===== src/rtl/pipeline_ctrl.sv =====
// Stall/flush sequencer for the 5-stage RV32 pipeline: the hazard, redirect,
// multi-cycle, fetch-wait and debug-halt decode, plus saturating perf counters.
module pipeline_ctrl #(
    parameter int REG_ADDR_WIDTH = 5,
    parameter int CNT_W          = 16,
    parameter int DRAIN_CYCLES   = 4
) (
    input  logic                      clk,
    input  logic                      rst_n,
    input  logic [REG_ADDR_WIDTH-1:0] id_rs1_addr_i,
    input  logic [REG_ADDR_WIDTH-1:0] id_rs2_addr_i,
    input  logic                      id_rs1_used_i,
    input  logic                      id_rs2_used_i,
    input  logic                      ex_MemRead_i,
    input  logic                      ex_RegWrite_i,
    input  logic [REG_ADDR_WIDTH-1:0] ex_rd_addr_i,
    input  logic                      ex_redirect_i,
    input  logic                      ex_mc_start_i,
    input  logic                      mc_done_i,
    input  logic                      imem_ready_i,
    input  logic                      halt_req_i,
    output logic                      pc_we_o,
    output logic                      if_id_we_o,
    output logic                      if_id_flush_o,
    output logic                      id_ex_we_o,
    output logic                      id_ex_flush_o,
    output logic                      ex_mem_bubble_o,
    output logic                      halted_o,
    output logic [2:0]                state_o,
    output logic [CNT_W-1:0]          stall_cnt_o,
    output logic [CNT_W-1:0]          flush_cnt_o
);

    localparam int DW = (DRAIN_CYCLES > 1) ? $clog2(DRAIN_CYCLES) : 1;

    typedef enum logic [2:0] {
        BOOT    = 3'd0,
        RUN     = 3'd1,
        MC_WAIT = 3'd2,
        DRAIN   = 3'd3,
        HALTED  = 3'd4
    } state_e;

    state_e           state_q, state_d;
    logic [DW-1:0]    drain_q, drain_d;
    logic [CNT_W-1:0] stall_cnt_q, stall_cnt_d;
    logic [CNT_W-1:0] flush_cnt_q, flush_cnt_d;
    logic             load_use;
    logic             redirect_taken;

    function automatic logic [CNT_W-1:0] sat_inc(input logic [CNT_W-1:0] v);
        return (&v) ? v : v + CNT_W'(1);
    endfunction

    assign load_use = ex_MemRead_i && ex_RegWrite_i && (ex_rd_addr_i != '0) &&
                      ((id_rs1_used_i && (id_rs1_addr_i == ex_rd_addr_i)) ||
                       (id_rs2_used_i && (id_rs2_addr_i == ex_rd_addr_i)));

    always_comb begin
        pc_we_o         = 1'b0;
        if_id_we_o      = 1'b0;
        if_id_flush_o   = 1'b0;
        id_ex_we_o      = 1'b0;
        id_ex_flush_o   = 1'b0;
        ex_mem_bubble_o = 1'b0;
        halted_o        = 1'b0;
        redirect_taken  = 1'b0;
        state_d         = state_q;
        drain_d         = drain_q;

        case (state_q)
            BOOT: begin
                if_id_flush_o   = 1'b1;
                id_ex_flush_o   = 1'b1;
                ex_mem_bubble_o = 1'b1;
                state_d         = RUN;
            end
            RUN: begin
                pc_we_o    = 1'b1;
                if_id_we_o = 1'b1;
                id_ex_we_o = 1'b1;
                if (ex_redirect_i) begin
                    if_id_flush_o  = 1'b1;
                    id_ex_flush_o  = 1'b1;
                    redirect_taken = 1'b1;
                end else if (ex_mc_start_i) begin
                    pc_we_o         = 1'b0;
                    if_id_we_o      = 1'b0;
                    id_ex_we_o      = 1'b0;
                    ex_mem_bubble_o = 1'b1;
                    state_d         = MC_WAIT;
                end else if (load_use) begin
                    pc_we_o       = 1'b0;
                    if_id_we_o    = 1'b0;
                    id_ex_flush_o = 1'b1;
                end else if (!imem_ready_i) begin
                    pc_we_o       = 1'b0;
                    if_id_flush_o = 1'b1;
                end else if (halt_req_i) begin
                    pc_we_o       = 1'b0;
                    if_id_flush_o = 1'b1;
                    drain_d       = DW'(DRAIN_CYCLES - 1);
                    state_d       = DRAIN;
                end
            end
            MC_WAIT: begin
                if (mc_done_i) begin
                    pc_we_o    = 1'b1;
                    if_id_we_o = 1'b1;
                    id_ex_we_o = 1'b1;
                    state_d    = RUN;
                end else begin
                    ex_mem_bubble_o = 1'b1;
                end
            end
            DRAIN: begin
                if_id_we_o    = 1'b1;
                if_id_flush_o = 1'b1;
                id_ex_we_o    = 1'b1;
                if (ex_redirect_i) begin
                    pc_we_o        = 1'b1;
                    id_ex_flush_o  = 1'b1;
                    redirect_taken = 1'b1;
                end else if (load_use) begin
                    // Hold the dependent instruction in IF/ID rather than dropping it.
                    if_id_we_o    = 1'b0;
                    if_id_flush_o = 1'b0;
                    id_ex_flush_o = 1'b1;
                end
                if (drain_q == '0) begin
                    state_d = HALTED;
                end else begin
                    drain_d = drain_q - DW'(1);
                end
            end
            HALTED: begin
                halted_o        = 1'b1;
                id_ex_flush_o   = 1'b1;
                ex_mem_bubble_o = 1'b1;
                if (!halt_req_i) begin
                    state_d = RUN;
                end
            end
            default: begin
                if_id_flush_o   = 1'b1;
                id_ex_flush_o   = 1'b1;
                ex_mem_bubble_o = 1'b1;
                state_d         = BOOT;
            end
        endcase

        stall_cnt_d = stall_cnt_q;
        if ((state_q == RUN || state_q == MC_WAIT || state_q == DRAIN) && !pc_we_o) begin
            stall_cnt_d = sat_inc(stall_cnt_q);
        end
        flush_cnt_d = redirect_taken ? sat_inc(flush_cnt_q) : flush_cnt_q;
    end

    always_ff @(posedge clk or negedge rst_n) begin
        if (!rst_n) begin
            state_q     <= BOOT;
            drain_q     <= '0;
            stall_cnt_q <= '0;
            flush_cnt_q <= '0;
        end else begin
            state_q     <= state_d;
            drain_q     <= drain_d;
            stall_cnt_q <= stall_cnt_d;
            flush_cnt_q <= flush_cnt_d;
        end
    end

    assign state_o     = state_q;
    assign stall_cnt_o = stall_cnt_q;
    assign flush_cnt_o = flush_cnt_q;

endmodule


===== config.mk =====
export PLATFORM = sky130hd
export DESIGN_NAME = pipeline_ctrl
export DESIGN_NICKNAME = d
export VERILOG_FILES = /design/src/rtl/pipeline_ctrl.sv
export SDC_FILE = /design/constraint.sdc
export NUM_CORES = 1
export LEC_CHECK = 0
export CORE_ASPECT_RATIO = 0.8
export CORE_MARGIN = 3
export CORE_UTILIZATION = 40
export CTS_BUF_LIST = sky130_fd_sc_hd__clkbuf_8 sky130_fd_sc_hd__clkbuf_16
export CTS_CLUSTER_DIAMETER = 40
export DETAILED_ROUTE_END_ITERATION = 12
export GPL_ROUTABILITY_DRIVEN = 1
export HOLD_SLACK_MARGIN = 0.03
export PLACE_DENSITY = 0.81
export SLEW_MARGIN = 25
export SYNTH_ARGS = -nofsm -noshare
export SYNTH_HDL_FRONTEND = slang
export SYNTH_SLANG_ARGS = --single-unit

===== constraint.sdc =====
create_clock -name clk -period 4.55 [get_ports clk]
set_clock_uncertainty 0.1 [all_clocks]
set_input_delay 0.91 -clock clk [delete_from_list [all_inputs] [get_ports clk]]
set_output_delay 0.91 -clock clk [all_outputs]
set_load 0.05 [all_outputs]

==> out/metrics.csv <==
metric;value;unit
startpoint types;input pin;
Routed WL per cell;14.33;microns
crit-path max cell delay;460;ps
worst setup path endpoint;id_ex_flush_o;
Switch Pwr;0.0007659;W
drt total wl;4972;microns
maxcap violations;0;
Comb pwr share;0.528;
Pins Over Slew Limit;0;
Clk Latency, worst-skew pair;280;ps
port bufs;67;
Antenna diodes;0;
root buffer cell;clkbuf_8;
EDFF count, synth;0;
layout cells sized above 1;0.05923;
Mapped Nets;245;
XOR/XNOR Fraction of Synth Area;0.1659;
crit-path max FO;5;
largest family of logic cells by synthesized area;simple AND/OR/NAND/NOR gates;
Slew @ Worst Pin;842.6;ps
CP endpoint kind;primary output;
total global-route track usage;0.1665;
initial antenna violation count;0;
Chip Height;70.18;microns
Final setup violation count;0;
Tcrit/Tclk final;0.8351;
CP Class;input pin to primary output;
RSZ-0062 raised after global routing;false;
reg2reg end;stall_cnt_o[1];
power per cell area;565.7;nW/um^2
critical path, cell by cell;clkdlybuf4s50_1, or3_1, o311a_1, nand2_1, o21ai_0, a21o_1, buf_4;
Sink Count;37;
Ys Warns;0;
DR vias/cell;5.225;
via count;1813;
H-Tree Depth;2;
ys flop type;dfrtp_1;
Reg2Reg Depth;5;
post-synthesis cell area;2059;sq um
area share of fa/ha/maj cells after synthesis;0.01823;
cts hold-fix bufs;0;
Die Width;86.23;microns
final-stage net count;316;
Syn Area/Cell;9.535;sq um
CP arrival;2790;ps
leak pwr;1.264;nW
Post-route DRC;0;
post-synthesis simple-gate area fraction;0.2424;
Required @ worst endpoint;3540;ps
crit path time final;3800;ps
CTS resizes;0;
Netlist cell types;38;
Site Rows;22;
register area share after synthesis;0.4496;
number of routed nets with antenna violations;0;
mux cell area share after synthesis;0.01033;
vias in the first global route;1771;
async set-reset flop share out of synthesis;1.000;
drt first pass iters;4;
global placer's final weighted congestion;0.8209;
reg-to-reg setup timing slack;2150;ps
post-CTS setup buffers;0;
worst hold path class;flop to flop;
r2r startpoint;stall_cnt_o[6];
most common cell after layout, fill and taps aside;clkdlybuf4s50_1;
first-pass GRT wire length;8217;microns
Core Area;4762;sq um
share of power burned in registers;0.307;
Area Growth Syn to Fin;40.58;%
largest net degree at the start of global routing;38;
Mapped Cells;216;
commonest cells after routing, fill and taps aside;clkdlybuf4s50_1 (63), dfrtp_1 (37), xnor2_1 (23), nand2_1 (22), nor2_1 (18);
Ports;68;
total power;0.001638;W
clock power share;0.164;
maximum vdd drop;378.5;uV
Slowest cell on crit path;clkdlybuf4s50_1;
#FFs+latches synth;37;
hold_ws;390.7;ps
1st-iter DRT viols;57;
switch share;0.4677;
Max Fclk;0.2632;GHz
detailed placer's ending HPWL;3673;microns
clock-pin slew on the worst setup and hold paths;60;ps
Max clock buf depth;2;
Initial Util;0.4325;
die area;6051;sq um
Rel. slew slack;0.4349;
total congestion overflow;0;
Int Power;0.0008718;W
Fillers;429;
cts bufs inserted;5;
CTS tree;done;
final hold violation count;0;
Synth Area in Compound Gates;0.08202;
result of the run;finished, final reports clean;
Sum Neg Setup Slack;0;ps
Critical path origin;ex_rd_addr_i[0];
[worst max-delay path: cells and delay by family]
kind	cells	cell delay, ps
buffers and inverters	2	640
AND/OR/NAND/NOR	2	570
AO/OA/AOI/OAI	3	660
[worst min path at each step]
| stage | from | endpoint | slack (ps) | depth (start not counted) |
|---|---|---|---|---|
| after floorplan | drain_q[0] | drain_q[0] | 420 | 2 |
| after CTS | stall_cnt_o[15] | stall_cnt_o[15] | 390 | 1 |
| after global routing | stall_cnt_o[15] | stall_cnt_o[15] | 410 | 1 |
| after global placement | stall_cnt_o[9] | stall_cnt_o[9] | 380 | 1 |
| after detailed placement | stall_cnt_o[15] | stall_cnt_o[15] | 380 | 1 |
| final | flush_cnt_o[5] | flush_cnt_o[5] | 390 | 1 |
[power by group through the flow]
stage / clock network, W / registers (W) / logic, W
global route: 0.000289 / 0.000517 / 0.000922
finish: 0.000269 / 0.000503 / 0.000865
CTS: 0.000275 / 0.000502 / 0.000872
floorplan: 0 / 0.000688 / 0.000404
global placement: 0 / 0.000504 / 0.000858
detailed placement: 0 / 0.000507 / 0.000867
[registers in the layout, indices dropped and copies added, names as in the netlist]
name         cells
flush_cnt_o     16
state_o          3
stall_cnt_o     16
drain_q          2
[cells in the mapped netlist, types with 2 or more instances]
cell type,count,area [sq um]
a211o_1,2,17.52
a21o_1,2,15.01
a21oi_1,6,30.03
and3_1,4,25.02
and4_1,4,35.03
clkbuf_1,2,7.510
dfrtp_1,37,925.9
ha_1,3,37.54
inv_1,9,33.78
nand2_1,22,82.58
nand2b_1,3,18.77
nand3_1,15,75.07
nand4_1,10,62.56
nor2_1,18,67.56
nor2b_1,2,12.51
nor3_1,9,45.04
nor3b_1,3,22.52
nor4_1,4,25.02
o21ai_0,5,25.02
xnor2_1,23,201.4
xor2_1,16,140.1
[per-stage QoR]
| step | setup WS [ps] | area [sq um] | instances | util |
|---|---|---|---|---|
| finish | 750.5 | 2895 | 347 | 0.6080 |
| CTS | 745.4 | 2895 | 347 | 0.6080 |
| floorplan | 561.7 | 2059 | 216 | - |
| global route | 565.0 | 2895 | 347 | 0.6080 |
| global placement | 761.5 | 2791 | 340 | 0.5862 |
| detailed placement | 753.6 | 2791 | 340 | 0.5862 |
[cell families after synthesis]
logic type,after synthesis
AO/OA/AOI/OAI,23
flip-flops,37
multiplexers,2
AND/OR/NAND/NOR,98
buffers and inverters,14
XOR/XNOR,39
adder cells (fa/ha/maj),3
[per-layer routing]
metal | GRT usage | wire length, microns
met3 | 0.04363 | 376
met1 | 0.2330 | 2390
met2 | 0.2583 | 2175
met5 | 0 | 0
met4 | 0.03633 | 29
[final cells by class]
cell class              count  area, sq um  share of cell area
flip-flops and latches     37        925.9              0.3198
well taps                  60        75.07             0.02593
repair buffers             69        688.2              0.2377
clock buffers               5        68.82             0.02377
multi-input cells         165         1069              0.3691
clock inverters             2        35.03             0.01210
inverters                   9        33.78             0.01167
(Power assumes the default switching activity.)
